**src/rtl/uart_rx.sv**
```systemverilog
// Oversampling UART receiver: start bit, DATA_WIDTH data bits LSB first, optional parity, one stop bit.
// Define UART_RX_MAJORITY_EN to decide each bit by 2-of-3 majority around the bit centre.
module uart_rx #(
  parameter int DATA_WIDTH = 8,
  parameter int OVERSAMPLE = 8
) (
  input  logic                  CLK,
  input  logic                  RST,
  input  logic                  RX_IN,
  input  logic                  Parity_Enable,
  input  logic                  Parity_Type,
  output logic [DATA_WIDTH-1:0] P_Data,
  output logic                  Data_Valid,
  output logic                  Parity_Error,
  output logic                  Stop_Error,
  output logic                  Busy
);

  localparam int EW = $clog2(OVERSAMPLE);
  localparam int BW = $clog2(DATA_WIDTH);

  localparam logic [EW-1:0] CNT_LAST = EW'(OVERSAMPLE - 1);
  localparam logic [EW-1:0] CNT_MID  = EW'(OVERSAMPLE / 2);
  localparam logic [EW-1:0] CNT_DEC  = EW'(OVERSAMPLE / 2 + 1);
  localparam logic [BW-1:0] BIT_LAST = BW'(DATA_WIDTH - 1);

  localparam logic [2:0] IDLE   = 3'd0;
  localparam logic [2:0] START  = 3'd1;
  localparam logic [2:0] DATA   = 3'd2;
  localparam logic [2:0] PARITY = 3'd3;
  localparam logic [2:0] STOP   = 3'd4;

  logic [2:0]            state;
  logic [EW-1:0]         edge_cnt;
  logic [BW-1:0]         bit_cnt;
  logic [DATA_WIDTH-1:0] data;
  logic                  rx_m, rx_s;
  logic                  par_en, par_type, par_err;
  logic                  s_mid, bit_val;
  logic                  decide, wrap;

  always_ff @(posedge CLK or posedge RST) begin
    if (RST) begin
      rx_m <= 1'b1;
      rx_s <= 1'b1;
    end else begin
      rx_m <= RX_IN;
      rx_s <= rx_m;
    end
  end

`ifdef UART_RX_MAJORITY_EN
  localparam logic [EW-1:0] CNT_PRE = EW'(OVERSAMPLE / 2 - 1);
  logic s_pre;

  // Third vote is the live rx_s on the decision cycle itself.
  always_ff @(posedge CLK or posedge RST) begin
    if (RST) begin
      s_pre <= 1'b0;
      s_mid <= 1'b0;
    end else begin
      if (edge_cnt == CNT_PRE) s_pre <= rx_s;
      if (edge_cnt == CNT_MID) s_mid <= rx_s;
    end
  end

  assign bit_val = (s_pre & s_mid) | (s_pre & rx_s) | (s_mid & rx_s);
`else
  always_ff @(posedge CLK or posedge RST) begin
    if (RST) s_mid <= 1'b0;
    else if (edge_cnt == CNT_MID) s_mid <= rx_s;
  end

  assign bit_val = s_mid;
`endif

  assign decide = (edge_cnt == CNT_DEC);
  assign wrap   = (edge_cnt == CNT_LAST);
  assign Busy   = (state != IDLE);

  always_ff @(posedge CLK or posedge RST) begin
    if (RST) begin
      state        <= IDLE;
      edge_cnt     <= '0;
      bit_cnt      <= '0;
      data         <= '0;
      par_en       <= 1'b0;
      par_type     <= 1'b0;
      par_err      <= 1'b0;
      P_Data       <= '0;
      Data_Valid   <= 1'b0;
      Parity_Error <= 1'b0;
      Stop_Error   <= 1'b0;
    end else begin
      Data_Valid   <= 1'b0;
      Parity_Error <= 1'b0;
      Stop_Error   <= 1'b0;

      if (state == IDLE) edge_cnt <= '0;
      else               edge_cnt <= wrap ? '0 : edge_cnt + 1'b1;

      case (state)
        IDLE: begin
          if (!rx_s) begin
            state    <= START;
            bit_cnt  <= '0;
            par_err  <= 1'b0;
            par_en   <= Parity_Enable;
            par_type <= Parity_Type;
          end
        end
        START: begin
          if (decide && bit_val) state <= IDLE;
          else if (wrap)         state <= DATA;
        end
        DATA: begin
          if (decide) data[bit_cnt] <= bit_val;
          if (wrap) begin
            if (bit_cnt == BIT_LAST) state <= par_en ? PARITY : STOP;
            else                     bit_cnt <= bit_cnt + 1'b1;
          end
        end
        PARITY: begin
          if (decide) par_err <= bit_val ^ (^data) ^ par_type;
          if (wrap)   state   <= STOP;
        end
        STOP: begin
          // Leave mid-stop-bit so the next start edge is seen without delay.
          if (decide) begin
            state        <= IDLE;
            Stop_Error   <= ~bit_val;
            Parity_Error <= par_err;
            if (bit_val && !par_err) begin
              P_Data     <= data;
              Data_Valid <= 1'b1;
            end
          end
        end
        default: state <= IDLE;
      endcase
    end
  end

endmodule

```
**config.mk**
```make
export PLATFORM = sky130hd
export DESIGN_NAME = uart_rx
export DESIGN_NICKNAME = d
export VERILOG_FILES = /design/src/rtl/uart_rx.sv
export SDC_FILE = /design/constraint.sdc
export NUM_CORES = 1
export LEC_CHECK = 0
export BUFFER_PORTS_ARGS = -buffer_cell sky130_fd_sc_hd__buf_2
export CORE_MARGIN = 2
export CORE_UTILIZATION = 50
export DETAILED_ROUTE_END_ITERATION = 12
export GPL_TIMING_DRIVEN = 0
export HOLD_SLACK_MARGIN = 0.02
export PLACE_DENSITY = 0.81
export SLEW_MARGIN = 20
export SYNTH_ARGS = -nofsm -noshare
export SYNTH_HDL_FRONTEND = slang
export SYNTH_SLANG_ARGS = --single-unit
```
**constraint.sdc**
```tcl
create_clock -name CLK -period 3.35 [get_ports CLK]
set_input_delay 0.5025 -clock CLK [delete_from_list [all_inputs] [get_ports CLK]]
set_output_delay 0.5025 -clock CLK [all_outputs]
set_load 0.005 [all_outputs]
```
==> metrics.yaml <==
ios: 17
clockPowerShare: 0.208
die_width_um: 61.5
layout_commonest_cell: "dfrtp_1"
synth_cells: 137
root_buffer: "clkbuf_4"
critical_path_arrival_ps: 1520
fin_nets: 171
min_period_over_period: 0.603
cp_data_required_time_ps: 2850
hold_class: "input port to flop"
path_clk_slew_ps: 110
max_slew_margin: 0.527
vias: 1114
synth_edf_count: 0
hold_viol_final: 0
yosysSeqAreaShare: 0.517
synth-async-reset-ratio: 1.00
grt_max_degree: 35
post_cts_buffers: 0
cts_resized: 0
final_max_slew_viol_count: 0
hpwl_um: 2030
initial_core_util: 0.532
fin_crit_ps: 2020
vias_per_cell: 5.43
dp.cells: 197
drc: 0
setup_viol: 0
numPortBuffers: 16
dr.pass1.iters: 4
seq_power_share: 0.456
diodes: 0
ant_nets: 0
routed_wl_um: 2840
drtIter0Drc: 14
end_kind: "output port"
path_class: "flop to output port"
timing.fmax_mhz: 495
synth_area_per_cell_um2: 12.0
vdd_ir_drop_max_mv: 0.346
fp.dieH_um: 61.5
placed_area_um2: 1790
grt_pass1_vias: 1120
ys_ff_latch: 34
layout_common_cells: "dfrtp_1, mux2_2, buf_2"
grt_setup_unrepaired: "false"
cts.path.max_buffers: 2
cts_buffers: 5
synth-main-ff-cell: "dfrtp_1"
outcome: "completed"
grt-ovfl-total: 0
sw_frac_of_total: 0.353
grt_usage: 0.184
pwr_density_cell_nw_per_um2: 627
htreeDepth: 2
syn_to_final_growth_pct: 12.1
instances_no_fill: 205
final_area_um2: 1850
p_switching_w: 0.000409
p_comb_frac: 0.336
drive_above_1_share: 0.335
path_max_fanout: 10
leakagePower_nw: 0.931
place_congestion: 0.879
internal_power_w: 0.000751
drv_cap: 0
dieArea_um2: 3780
yosysWarnings: 0
cts_tree: "yes"
cts.sinks: 34
worstSkewPairLatency_ps: 350
coreArea_um2: 3100
synth_nets: 148
tns_ps: 0
fin_skew_ps: 10.6
wire_per_inst_um: 13.9
tightest_slew_ps: 709
synth_cell_types: 36
antenna_found_initial: 0
hold_buffers: 0
start_kind: "flop"
grt_pass1_wl_um: 4950
rows: 20
syn_area_um2: 1650
-- worst max-delay path: stages (launching register included) --
cell and delay (ps):
dfrtp_1 400, buf_2 170, or3_1 450, buf_2 160
-- metrics by stage --
stage	util	power [W]	hold WS (ps)	worst slack, ps
2_1_floorplan	-	0.000833	345	1740
3_3_place_gp	0.575	0.000898	345	1530
3_5_place_dp	0.575	0.000922	349	1490
4_1_cts	0.596	0.00117	229	1340
5_1_grt	0.596	0.00124	215	1260
6_report	0.596	0.00116	241	1330
-- power by group through the flow --
stage	sequential, W	combinational, W	clock (W)
final	0.000529	0.000390	0.000242
after global routing	0.000541	0.000435	0.000269
after CTS	0.000528	0.000391	0.000250
after detailed placement	0.000536	0.000387	0
after global placement	0.000531	0.000367	0
after floorplan	0.000521	0.000312	0
-- layer usage --
| layer | up-vias | wire [um] | global-route usage |
|---|---|---|---|
| li1 | 530 | - | - |
| met1 | 549 | 1280 | 0.228 |
| met2 | 27 | 1360 | 0.292 |
| met3 | 8 | 139 | 0.0651 |
| met4 | 0 | 59 | 0.0821 |
| met5 | - | 0 | 0 |
-- registers in the layout (all words and copies together) (netlist names) --
register      flops
bit_cnt           3
rx_s              1
par_type          1
Stop_Error        1
bit_val           1
par_en            1
state             3
edge_cnt          3
P_Data            8
rx_m              1
data              8
par_err           1
Data_Valid        1
Parity_Error      1
-- path summary, 6_finish.rpt --
| kind | from | end | slack (ps) | depth (start not counted) |
|---|---|---|---|---|
| setup / recovery | state[1] | Busy | 1330 | 3 |
| hold / removal | RX_IN | rx_m | 240 | 1 |
| setup reg to reg | state[0] | data[7] | 1490 | 5 |
| hold reg to reg | rx_m | rx_s | 370 | 0 |
| max in group asynchronous | RST | data[5] | 2640 | 2 |
| min in group asynchronous | RST | bit_cnt[1] | 260 | 2 |
-- synthesized netlist by cell type (2+ instances only) --
library cell / number / area share
and2_1: 4 / 0.015
clkbuf_1: 2 / 0.0046
dfrtp_1: 32 / 0.49
dfstp_2: 2 / 0.032
ha_1: 6 / 0.045
inv_1: 9 / 0.020
mux2_2: 20 / 0.14
mux2i_1: 2 / 0.012
nand2_1: 9 / 0.020
nand3_1: 7 / 0.021
nand4_1: 2 / 0.0076
nor2_1: 3 / 0.0068
nor3_1: 5 / 0.015
nor3b_1: 4 / 0.018
o21ai_0: 4 / 0.012
xnor2_1: 6 / 0.032
-- cell type report --
cell class,instances,area (um^2)
Multi-Input combinational cell,90,739
Tap cell,44,55.1
Sequential cell,34,853
Inverter,9,33.8
Fill cell,257,1250
Clock inverter,2,12.5
Buffer,4,23.8
Timing Repair Buffer,16,80.1
Clock buffer,6,51.3
-- cells by family after synthesis --
logic type	count (synthesis)	share of synthesized area
compound gates	11	0.0432
xor+xnor	8	0.0508
fa+ha+maj	6	0.0455
buf+inv	13	0.0349
flops	34	0.517
mux	22	0.149
simple gates	43	0.160
Note: power is estimated with default switching activity, not from simulation.
